## src/rtl/mem_dbus_sequencer.sv

```systemverilog
// Shares one data-bus port between the two memory issue slots: slot 1 first, then slot 2,
// with kill/flush handling and load-result holding until the write stage takes the pair.
module mem_dbus_sequencer (
  input  logic        clk,
  input  logic        reset,
  input  logic        req1_valid,
  input  logic [31:0] req1_addr,
  input  logic [2:0]  req1_size,
  input  logic [3:0]  req1_strobe,
  input  logic [31:0] req1_wdata,
  input  logic        req2_valid,
  input  logic [31:0] req2_addr,
  input  logic [2:0]  req2_size,
  input  logic [3:0]  req2_strobe,
  input  logic [31:0] req2_wdata,
  input  logic        kill2,
  input  logic        flush,
  input  logic        advance,
  output logic        dbus_valid,
  output logic [31:0] dbus_addr,
  output logic [2:0]  dbus_size,
  output logic [3:0]  dbus_strobe,
  output logic [31:0] dbus_wdata,
  input  logic        dbus_addr_ok,
  input  logic        dbus_data_ok,
  input  logic [31:0] dbus_rdata,
  output logic [31:0] rdata1,
  output logic [31:0] rdata2,
  output logic        done,
  output logic        busy
);

  typedef enum logic [2:0] {IDLE, ISSUE1, WAIT1, ISSUE2, WAIT2, DONE, DRAIN} state_t;

  state_t      state_reg, state_next;
  logic [31:0] rdata1_reg, rdata1_next;
  logic [31:0] rdata2_reg, rdata2_next;
  logic        go2, load1, load2;

  assign go2   = req2_valid & ~kill2;
  assign load1 = (req1_strobe == 4'b0000);
  assign load2 = (req2_strobe == 4'b0000);

  always_ff @(posedge clk or posedge reset) begin
    if (reset) begin
      state_reg  <= IDLE;
      rdata1_reg <= 32'h0;
      rdata2_reg <= 32'h0;
    end else begin
      state_reg  <= state_next;
      rdata1_reg <= rdata1_next;
      rdata2_reg <= rdata2_next;
    end
  end

  always_comb begin
    state_next  = state_reg;
    rdata1_next = rdata1_reg;
    rdata2_next = rdata2_reg;
    dbus_valid  = 1'b0;
    dbus_addr   = 32'h0;
    dbus_size   = 3'h0;
    dbus_strobe = 4'h0;
    dbus_wdata  = 32'h0;
    done        = 1'b0;

    case (state_reg)
      IDLE: begin
        done = ~req1_valid & ~go2;
        if (!flush) begin
          if (req1_valid)
            state_next = ISSUE1;
          else if (go2)
            state_next = ISSUE2;
        end
      end

      ISSUE1: begin
        dbus_valid  = 1'b1;
        dbus_addr   = req1_addr;
        dbus_size   = req1_size;
        dbus_strobe = req1_strobe;
        dbus_wdata  = req1_wdata;
        if (flush) begin
          state_next = (dbus_addr_ok && !dbus_data_ok) ? DRAIN : IDLE;
        end else if (dbus_addr_ok && dbus_data_ok) begin
          if (load1)
            rdata1_next = dbus_rdata;
          state_next = go2 ? ISSUE2 : DONE;
        end else if (dbus_addr_ok) begin
          state_next = WAIT1;
        end
      end

      WAIT1: begin
        if (dbus_data_ok) begin
          if (!flush && load1)
            rdata1_next = dbus_rdata;
          state_next = flush ? IDLE : (go2 ? ISSUE2 : DONE);
        end else if (flush) begin
          state_next = DRAIN;
        end
      end

      ISSUE2: begin
        // A late kill before acceptance drops the request without touching the bus.
        if (kill2) begin
          state_next = flush ? IDLE : DONE;
        end else begin
          dbus_valid  = 1'b1;
          dbus_addr   = req2_addr;
          dbus_size   = req2_size;
          dbus_strobe = req2_strobe;
          dbus_wdata  = req2_wdata;
          if (flush) begin
            state_next = (dbus_addr_ok && !dbus_data_ok) ? DRAIN : IDLE;
          end else if (dbus_addr_ok && dbus_data_ok) begin
            if (load2)
              rdata2_next = dbus_rdata;
            state_next = DONE;
          end else if (dbus_addr_ok) begin
            state_next = WAIT2;
          end
        end
      end

      WAIT2: begin
        if (dbus_data_ok) begin
          if (!flush && load2)
            rdata2_next = dbus_rdata;
          state_next = flush ? IDLE : DONE;
        end else if (flush) begin
          state_next = DRAIN;
        end
      end

      DONE: begin
        done = 1'b1;
        if (flush || advance)
          state_next = IDLE;
      end

      DRAIN: begin
        if (dbus_data_ok)
          state_next = IDLE;
      end

      default: state_next = IDLE;
    endcase
  end

  assign busy   = ~done;
  assign rdata1 = rdata1_reg;
  assign rdata2 = rdata2_reg;

endmodule

```

## config.mk

```make
export PLATFORM = sky130hd
export DESIGN_NAME = mem_dbus_sequencer
export DESIGN_NICKNAME = d
export VERILOG_FILES = /design/src/rtl/mem_dbus_sequencer.sv
export SDC_FILE = /design/constraint.sdc
export NUM_CORES = 1
export LEC_CHECK = 0
export CORE_AREA = 2 2 126 128
export CTS_BUF_LIST = sky130_fd_sc_hd__clkbuf_8
export DETAILED_ROUTE_END_ITERATION = 10
export DIE_AREA = 0 0 128 130
export GPL_TIMING_DRIVEN = 0
export PLACE_DENSITY_LB_ADDON = 0.12
export SETUP_SLACK_MARGIN = 0.02
export SYNTH_ARGS = -nofsm -noshare
export SYNTH_HDL_FRONTEND = slang
export SYNTH_SLANG_ARGS = --single-unit
```

## constraint.sdc

```tcl
create_clock -name clk -period 3.2 [get_ports clk]
set_clock_uncertainty 0.05 [all_clocks]
set_input_delay 0.64 -clock clk [delete_from_list [all_inputs] [get_ports clk]]
set_output_delay 0.64 -clock clk [all_outputs]
set_load 0.05 [all_outputs]
```

==> metrics.cfg <==
[outcome]
outcome=complete, no violations

[critical_path]
arrival_ps=2490
path_max_fanout=10
r2r-start=state_reg[2]
endpoint_kind=primary output
cp-start-kind=input pin
crit_type=in -> out
crit_required_ps=2510
startpoint=kill2
cp-endpoint=dbus_addr[10]
r2r_end=rdata2[17]
rrSetupSlack_ps=560
reg2regPathDepth=8

[pwr]
peakVddDrop_mv=0.459
p_per_area_mw_per_mm2=811
leakagePower_nw=3.31

[place]
dp_cells=800
portBuffers=318
place_hpwl_um=14800
gp_congestion=0.871

[synthesis]
synth_cell_type_count=35
yosysTopAreaCell=dfrtp_1
synth_nets=473
yosysMostFrequentCell=a22o_1
synth.top_cell.area_share=0.455
ys_seq_elements=67
synth_seq_area_share=0.455
avgSynthCellArea_um2=12.7
synth_warnings=0
yosys-top-cells-count=a22o_1, dfrtp_1, mux2_2
synthesis.area_mm2=0.00368
synthFlopType=dfrtp_1
syn_inst=290
netlist_top_cells_area=dfrtp_1, a22o_1, mux2_4
synth-edff-count=0
async_flop_share=1.00

[clocking]
cts_max_level=3
clock_path_buffers=2
cts.clk_slew.worst_paths_ps=70
clock_latency_ps=350
root_buffer=clkbuf_8
cts_made_buffers=9
cts.sinks=67
cts_tree=built

[global_route]
grt_start_max_net_pins=68
grt_pass1_wl_um=25200
antenna_found_initial=2
grt-ovfl-total=0
grt_pass1_vias=4066
grt_usage=0.207

[sta]
drv_slew=0
period_share=0.994
fmax_mhz=314
hold_slack_ps=440
setup_viol=0
slew_headroom=0.433
worstMarginPinSlew_ps=851
min_period_ps=3180
hold_viol_final=0

[floorplanning]
dieArea_mm2=0.0166
fp.coreArea_mm2=0.0154
io_pins=321
die_x_um=128
num_rows=46
start_util=0.239
fp.dieH_um=130

[cells_and_area]
drive_gt1_frac=0.290
area_growth_pct=95.1
layout.nets=802
insertedDiodeCount=0
fill_cells=1489
fin_cells=816

[route]
wire_per_inst_um=22.1
drc=0
wl_um=18000
dr.pass1.iters=4
routed-via-count=3880
viasPerCell=4.75
postRouteAntennaNets=0
drt_iter0_drc=214

[job]
maxCapViolCount=0

[min_path]
worstHoldPathType=reg -> reg

-- power breakdown --
part	total [mW]	switching, mW	internal [mW]
logic	3.99	2.64	1.35
clock network	0.703	0.329	0.374
registers	1.13	0.100	1.03
-- per-stage QoR --
step / setup TNS, ps / cell area (um^2) / total power [mW] / utilization / setup WS (ps)
6_report: 0 / 7190 / 5.83 / 0.466 / 20.0
3_3_place_gp: -66680 / 7110 / 5.28 / 0.461 / -848
2_1_floorplan: 0 / 3680 / 3.80 / - / 266
5_1_grt: -2580 / 7190 / 6.08 / 0.466 / -84.4
4_1_cts: -29.1 / 7300 / 5.91 / 0.473 / -10.6
3_5_place_dp: -43920 / 7110 / 5.30 / 0.461 / -878
-- worst max-delay path, stage by stage --
cell             delay [ps]
clkdlybuf4s50_1         530
nor3b_1                 270
clkbuf_4                250
clkbuf_4                230
a22o_1                  250
buf_2                   300
-- repair_timing --
action | CTS | global route
setup buffers | 0 | 0
hold buffers | 0 | 0
resized for setup | 276 | 63
endpoints found under the setup margin | 74 | 60
-- final cells by class --
type,count,area [um^2],area share
Buffer,28,213,0.0296
Clock buffer,10,138,0.0191
Clock inverter,6,56.3,0.00783
Inverter,4,17.5,0.00244
Multi-Input combinational cell,191,1830,0.254
Sequential cell,67,1680,0.233
Tap cell,192,240,0.0334
Timing Repair Buffer,318,3020,0.420
-- cells in the final DEF, fill, tap and decap left out, types with 3 or more instances in the layout --
cell type,netlist,final
a21oi_1,5,5
a22o_1,72,72
buf_12,3,3
buf_2,4,38
buf_4,0,3
clkbuf_1,16,4
clkbuf_2,0,8
clkbuf_4,0,8
clkbuf_8,0,10
clkdlybuf4s15_2,0,19
clkdlybuf4s18_2,0,14
clkdlybuf4s50_1,0,244
clkinv_2,0,3
dfrtp_1,67,67
inv_1,4,4
mux2_2,34,34
mux2_4,30,30
nand2_1,3,3
nand2b_1,5,5
nor2_1,5,4
nor2b_1,4,4
nor3b_1,3,3
o21ai_0,3,3
or2_2,3,3
or4_1,4,4
-- cells by family after synthesis --
| group | after synthesis | synth area share |
|---|---|---|
| adder cells (fa/ha/maj) | 1 | 0.00272 |
| multiplexers | 65 | 0.229 |
| buffers and inverters | 32 | 0.0513 |
| AND/OR/NAND/NOR | 32 | 0.0516 |
| flip-flops | 67 | 0.455 |
| AO/OA/AOI/OAI | 93 | 0.210 |
-- layer usage --
| layer | vias up | global-route usage | routed length (um) |
|---|---|---|---|
| met5 | - | 0 | 27 |
| met4 | 4 | 0.0556 | 285 |
| met3 | 28 | 0.0754 | 1770 |
| met2 | 194 | 0.333 | 8500 |
| met1 | 1876 | 0.264 | 7460 |
| li1 | 1778 | - | - |
-- worst min path at each step --
stage	startpoint	to	slack, ps	depth (start not counted)
global route	rdata2[5]	rdata2[5]	460	1
global placement	rdata2[5]	rdata2[5]	420	1
finish	rdata2[5]	rdata2[5]	440	1
detailed placement	rdata2[5]	rdata2[5]	430	1
floorplan	state_reg[0]	state_reg[2]	650	3
CTS	rdata2[5]	rdata2[5]	450	1
(Power assumes the default switching activity.)
